### src/rtl/hex_scan_driver.sv
`default_nettype none
// ============================================================================
// Module   : hex_scan_driver
// Purpose  : Time-multiplexed scanner for a common-anode multi-digit hex
//            display. Captures a word into a shadow register on `load`,
//            walks its nibbles one digit slot at a time (PRESCALE cycles per
//            slot) and hands each nibble to the downstream 7-segment decoder.
//            Each slot opens with DEAD cycles of all-digits-off to suppress
//            ghosting; optional leading-zero blanking flags upper zero digits.
// Revision : 1.0 - initial release
// ----------------------------------------------------------------------------
// Ports
//   clk        in   system clock, rising-edge active
//   reset      in   synchronous active-high reset
//   load       in   capture `data` into the shadow register on this edge
//   data       in   4*DIGITS bit word, nibble i = data[4i+3:4i], digit 0 right
//   lz_en      in   enable leading-zero blanking (sampled on each tick)
//   nibble     out  value of the digit currently presented
//   blank      out  1 = presented digit is blanked
//   digit_sel  out  active-low one-hot digit enable
//   frame      out  one-cycle pulse on the tick presenting digit DIGITS-1
// ============================================================================
module hex_scan_driver #(
  parameter int DIGITS   = 8,
  parameter int PRESCALE = 50000,
  parameter int DEAD     = 1
) (
  input  logic                  clk,
  input  logic                  reset,
  input  logic                  load,
  input  logic [4*DIGITS-1:0]   data,
  input  logic                  lz_en,
  output logic [3:0]            nibble,
  output logic                  blank,
  output logic [DIGITS-1:0]     digit_sel,
  output logic                  frame
);

  localparam int CNT_W = $clog2(PRESCALE);
  localparam int IDX_W = $clog2(DIGITS);

  localparam logic [CNT_W-1:0] c_cnt_max = CNT_W'(PRESCALE - 1);
  localparam logic [CNT_W-1:0] c_dead    = CNT_W'(DEAD);
  localparam logic [IDX_W-1:0] c_idx_max = IDX_W'(DIGITS - 1);

  logic [4*DIGITS-1:0] shadow_q,   shadow_d;
  logic [CNT_W-1:0]    cnt_q,      cnt_d;
  logic [IDX_W-1:0]    idx_q,      idx_d;
  logic [IDX_W-1:0]    cur_q,      cur_d;
  logic [CNT_W-1:0]    dead_cnt_q, dead_cnt_d;
  logic [3:0]          nibble_q,   nibble_d;
  logic                blank_q,    blank_d;
  logic                frame_q,    frame_d;
  logic [DIGITS-1:0]   sel_q,      sel_d;
  // Set by the first tick; keeps every digit dark between reset and the
  // first slot, since cur=0/dead_cnt=0 would otherwise light digit 0.
  logic                active_q,   active_d;

  logic                w_tick;
  logic                w_upper_zero;

  always_comb begin
    w_tick = (cnt_q == c_cnt_max);

    shadow_d = load ? data : shadow_q;
    cnt_d    = w_tick ? '0 : cnt_q + 1'b1;

    // All nibbles from idx upward are zero in the pre-edge shadow.
    w_upper_zero = 1'b1;
    for (int j = 0; j < DIGITS; j++) begin
      if ((IDX_W'(j) >= idx_q) && (shadow_q[4*j +: 4] != 4'h0)) begin
        w_upper_zero = 1'b0;
      end
    end

    idx_d      = idx_q;
    cur_d      = cur_q;
    nibble_d   = nibble_q;
    blank_d    = blank_q;
    frame_d    = 1'b0;
    active_d   = active_q;
    dead_cnt_d = (dead_cnt_q != '0) ? dead_cnt_q - 1'b1 : dead_cnt_q;

    if (w_tick) begin
      cur_d      = idx_q;
      nibble_d   = shadow_q[{idx_q, 2'b00} +: 4];
      blank_d    = lz_en && (idx_q != '0) && w_upper_zero;
      frame_d    = (idx_q == c_idx_max);
      idx_d      = (idx_q == c_idx_max) ? '0 : idx_q + 1'b1;
      dead_cnt_d = c_dead;
      active_d   = 1'b1;
    end

    // Select is computed from next-state values so the output is a flop
    // that already reflects the dead-time window on the tick edge.
    sel_d = '1;
    if (active_d && (dead_cnt_d == '0)) begin
      sel_d[cur_d] = 1'b0;
    end
  end

  always_ff @(posedge clk) begin
    if (reset) begin
      shadow_q   <= '0;
      cnt_q      <= '0;
      idx_q      <= '0;
      cur_q      <= '0;
      dead_cnt_q <= '0;
      nibble_q   <= 4'h0;
      blank_q    <= 1'b1;
      frame_q    <= 1'b0;
      sel_q      <= '1;
      active_q   <= 1'b0;
    end else begin
      shadow_q   <= shadow_d;
      cnt_q      <= cnt_d;
      idx_q      <= idx_d;
      cur_q      <= cur_d;
      dead_cnt_q <= dead_cnt_d;
      nibble_q   <= nibble_d;
      blank_q    <= blank_d;
      frame_q    <= frame_d;
      sel_q      <= sel_d;
      active_q   <= active_d;
    end
  end

  assign nibble    = nibble_q;
  assign blank     = blank_q;
  assign frame     = frame_q;
  assign digit_sel = sel_q;

endmodule
`default_nettype wire

### config.mk
export PLATFORM = sky130hd
export DESIGN_NAME = hex_scan_driver
export DESIGN_NICKNAME = d
export VERILOG_FILES = /design/src/rtl/hex_scan_driver.sv
export SDC_FILE = /design/constraint.sdc
export NUM_CORES = 1
export LEC_CHECK = 0
export BUFFER_PORTS_ARGS = -buffer_cell sky130_fd_sc_hd__buf_2
export CORE_MARGIN = 2
export CORE_UTILIZATION = 50
export CTS_BUF_LIST = sky130_fd_sc_hd__clkbuf_2 sky130_fd_sc_hd__clkbuf_4 sky130_fd_sc_hd__clkbuf_8
export DETAILED_ROUTE_END_ITERATION = 10
export PLACE_DENSITY_LB_ADDON = 0.3
export SYNTH_ARGS = -nofsm -noshare
export SYNTH_HDL_FRONTEND = slang
export SYNTH_SLANG_ARGS = --single-unit
### constraint.sdc
create_clock -name clk -period 2.15 [get_ports clk]
set_clock_uncertainty 0.1 [all_clocks]
set_input_delay 0.43 -clock clk [delete_from_list [all_inputs] [get_ports clk]]
set_output_delay 0.43 -clock clk [all_outputs]
set_load 0.05 [all_outputs]
==> impl_metrics.prom <==
# TYPE chip_impl_metric gauge
chip_impl_info{name="clock_root_buffer_master",value="sky130_fd_sc_hd__clkbuf_8"} 1
chip_impl_metric{name="cts.path.max_buffers",unit=""} 2
chip_impl_metric{name="mappedNetlistNets",unit=""} 458
chip_impl_metric{name="standard_cell_core_area",unit="µm²"} 7650
chip_impl_metric{name="dp.final_hpwl",unit="mm"} 6.50
chip_impl_metric{name="power",unit="mW"} 5.32
chip_impl_metric{name="final_net_count",unit=""} 545
chip_impl_metric{name="n_fill_cell",unit=""} 650
chip_impl_metric{name="die_height",unit="µm"} 92.3
chip_impl_metric{name="syn_area",unit="µm²"} 3900
chip_impl_metric{name="yosysUniqueCellTypes",unit=""} 46
chip_impl_info{name="timing.hold.worst.class",value="input pin to register"} 1
chip_impl_metric{name="leakage_power",unit="nW"} 2.07
chip_impl_metric{name="syn_area_per_cell",unit="µm²"} 9.39
chip_impl_metric{name="cts.htree.levels",unit=""} 3
chip_impl_metric{name="clkSlewWorstSetupHoldPaths",unit="ps"} 90
chip_impl_metric{name="drt-pass1-iter-count",unit=""} 5
chip_impl_metric{name="whs",unit="ps"} 205
chip_impl_metric{name="routed_wire_length_per_instance",unit="µm"} 15.3
chip_impl_info{name="hold_start",value="data[25]"} 1
chip_impl_metric{name="place_congestion",unit=""} 0.852
chip_impl_metric{name="seq_area_frac_synth",unit="%"} 43.7
chip_impl_metric{name="flop_and_latch_count_out_of_synthesis",unit=""} 85
chip_impl_metric{name="grt_antenna_before_repair",unit=""} 0
chip_impl_metric{name="synth_cells",unit=""} 415
chip_impl_metric{name="clk_sink_count",unit=""} 85
chip_impl_metric{name="drt.antenna.violating_nets",unit=""} 0
chip_impl_info{name="rsz0062_at_grt",value="yes"} 1
chip_impl_metric{name="die-area",unit="µm²"} 8520
chip_impl_info{name="outcome",value="finished, violations left"} 1
chip_impl_metric{name="floorplan.rows",unit=""} 32
chip_impl_metric{name="post_dr_vias_cell",unit=""} 5.51
chip_impl_metric{name="powerDensity",unit="nW/µm²"} 1090
chip_impl_metric{name="post_detailed_route_drc_marker_count",unit=""} 0
chip_impl_metric{name="placed_cells",unit=""} 588
chip_impl_metric{name="final_setup_violating_endpoints",unit=""} 8
chip_impl_info{name="worstSetupPathType",value="register to register"} 1
chip_impl_metric{name="maxCapViolCount",unit=""} 0
chip_impl_metric{name="synth_enable_flop_cells",unit=""} 0
chip_impl_info{name="failed_checks",value="setup timing"} 1
chip_impl_metric{name="final_cell_count_no_fill",unit=""} 609
chip_impl_metric{name="arrival",unit="ps"} 2380
chip_impl_metric{name="clk_latency",unit="ps"} 350
chip_impl_metric{name="gr-usage-all-layers",unit="%"} 23.0
chip_impl_metric{name="async_flop_share",unit="%"} 0
chip_impl_metric{name="die-width",unit="µm"} 92.3
chip_impl_info{name="crit_path_start",value="dead_cnt_q[6]$_SDFF_PP0_"} 1
chip_impl_metric{name="via_count_of_the_first_global_routing_pass",unit=""} 3283
chip_impl_metric{name="final-hold-violation-count",unit=""} 0
chip_impl_metric{name="grt_remaining_overflow",unit=""} 0
chip_impl_metric{name="number_of_clock_buffers_inserted_by_tritoncts",unit=""} 9
chip_impl_metric{name="timing.fmax",unit="MHz"} 443
chip_impl_info{name="timing.critical_path.from_type",value="register"} 1
chip_impl_info{name="cp-end-kind",value="register"} 1
chip_impl_metric{name="post_route_cells_drive_above_1_share",unit="%"} 29.2
chip_impl_info{name="most-common-layout-cells",value="sky130_fd_sc_hd__dfxtp_1, sky130_fd_sc_hd__nor2_1, sky130_fd_sc_hd__buf_2, sky130_fd_sc_hd__buf_4, sky130_fd_sc_hd__mux2i_1"} 1
chip_impl_metric{name="vdd_ir_drop_max",unit="V"} 0.000546
chip_impl_info{name="main_synth_ff_type",value="sky130_fd_sc_hd__dfxtp_1"} 1
chip_impl_metric{name="timing.slew.headroom",unit="%"} 55.3
chip_impl_metric{name="grt_max_degree",unit=""} 49
chip_impl_info{name="cts_tree",value="yes"} 1
chip_impl_metric{name="route.vias.total",unit=""} 3355
chip_impl_info{name="startpoint_of_the_lowest_slack_register_to_register_path",value="dead_cnt_q[6]$_SDFF_PP0_"} 1
chip_impl_info{name="layout_commonest_cell",value="sky130_fd_sc_hd__dfxtp_1"} 1
chip_impl_metric{name="report.final.slew_viol_count",unit=""} 0
chip_impl_metric{name="drt_wl_total",unit="mm"} 9.31
chip_impl_metric{name="buffer_ports.inserted",unit=""} 49
chip_impl_metric{name="fin_tns_setup",unit="ps"} -733
chip_impl_metric{name="num_io_pins",unit=""} 50
chip_impl_metric{name="min_period_over_period",unit="%"} 105
chip_impl_metric{name="worst_slew_pin_slew",unit="ps"} 670
chip_impl_metric{name="worst-path-max-fanout",unit=""} 4
chip_impl_metric{name="postLayoutCoreUtil",unit="%"} 63.9
chip_impl_metric{name="detail_route.iter0.violations",unit=""} 266
chip_impl_metric{name="period_minus_slack",unit="ps"} 2260
chip_impl_metric{name="area_growth",unit="%"} 25.5
chip_impl_metric{name="effective_utilization_at_floorplan",unit="%"} 51.0
chip_impl_metric{name="yosysWarningCount",unit=""} 0
chip_impl_metric{name="antenna-diode-count",unit=""} 0
chip_impl_metric{name="grt_pass1_wl",unit="mm"} 15.7
chip_impl_metric{name="final.setup.worst_slack",unit="ps"} -107
chip_impl_metric{name="cp_data_required_time",unit="ps"} 2270
[cell families (layout without fill, tap and decap cells)]
logic type | count (synthesis) | after routing | share of synthesized area, %
flops | 85 | 85 | 43.7
compound gates | 49 | 49 | 8.38
xor+xnor | 18 | 18 | 4.04
buf+inv | 30 | 122 | 2.92
mux | 45 | 45 | 14.1
simple gates | 181 | 181 | 24.6
fa+ha+maj | 7 | 7 | 2.25
[cell type report]
cell class              instances  area (µm²)  share of cell area (%)
clock buffers                   9         124                    2.53
flip-flops and latches         85        1710                    34.9
multi-input cells             300        2170                    44.4
repair buffers                 97         622                    12.7
inverters                       9        33.8                   0.691
clock inverters                 7         104                    2.12
well taps                     102         128                    2.61
[sequential cells by signal, summed over array words and instances (netlist names), 3 cells and up]
register    cells
idx_q           3
cnt_q          16
nibble          4
cur_q           3
digit_sel       8
shadow_q       32
dead_cnt_q     16
[critical path, cell delays in order, from the launching register on]
cell	delay, ps
sky130_fd_sc_hd__dfxtp_1	340
sky130_fd_sc_hd__or4_4	580
sky130_fd_sc_hd__nor4_2	170
sky130_fd_sc_hd__nand3_1	160
sky130_fd_sc_hd__xnor2_2	190
sky130_fd_sc_hd__o41ai_2	350
sky130_fd_sc_hd__buf_4	180
sky130_fd_sc_hd__nand3_1	60
[layer usage]
layer | share of wire [%] | global-route usage (%)
met1 | 45 | 30.7
met2 | 49 | 39.0
met3 | 5.9 | 4.07
met4 | 0.75 | 5.10
met5 | 0 | 0
[path summary, 6_finish.rpt]
check,end,slack [ps],cells past startpoint
min,shadow_q[25]$_SDFFE_PP0P_,200,3
max reg2reg,digit_sel[0]$_SDFF_PP1_,-110,7
max,digit_sel[0]$_SDFF_PP1_,-110,7
min reg2reg,cnt_q[0]$_SDFF_PP0_,350,1
[through the flow]
stage / worst slack (ps) / area (µm²)
6_report: -107 / 4890
5_1_grt: -262 / 4890
4_1_cts: -101 / 4850
3_5_place_dp: -171 / 4540
3_3_place_gp: -67.1 / 4540
2_1_floorplan: -68.0 / 3910
[power by group]
group          internal, mW  switching, mW  total (mW)
Clock                 0.671          0.612        1.28
Sequential             1.72          0.175        1.90
Combinational          1.07           1.07        2.14
Total                  3.47           1.85        5.32
[cell usage after synthesis, drive strengths merged, types with 2 or more instances]
master   n  share of area, %
buf      8              0.80
ha       7               2.2
or4      2              0.39
or3      6              0.96
and4     4              0.90
nor4    16               3.3
nand3b   2              0.39
nand2b   2              0.32
clkbuf  13               1.3
o21ai   11               1.4
a21oi   25               3.2
xor2     7               1.6
nand4   10               2.2
nor2b    3              0.48
dfxtp   85                44
nor4bb   2              0.51
nor3     4              0.64
o31ai    4              0.90
o41ai    3               1.1
nor2    75               7.2
and3     8               1.3
inv      9              0.87
nand3   18               2.4
mux4     8               4.6
mux2i   37               9.5
nand2   24               2.3
xnor2   11               2.5
and2     2              0.32
nor4b    2              0.83
[repair_timing]
item,4_1_cts,5_1_grt
setup endpoints to repair,8,9
pin swaps,4,0
hold buffers,0,0
resized for setup,10,6
setup buffers,5,0
(Power assumes the default switching activity.)
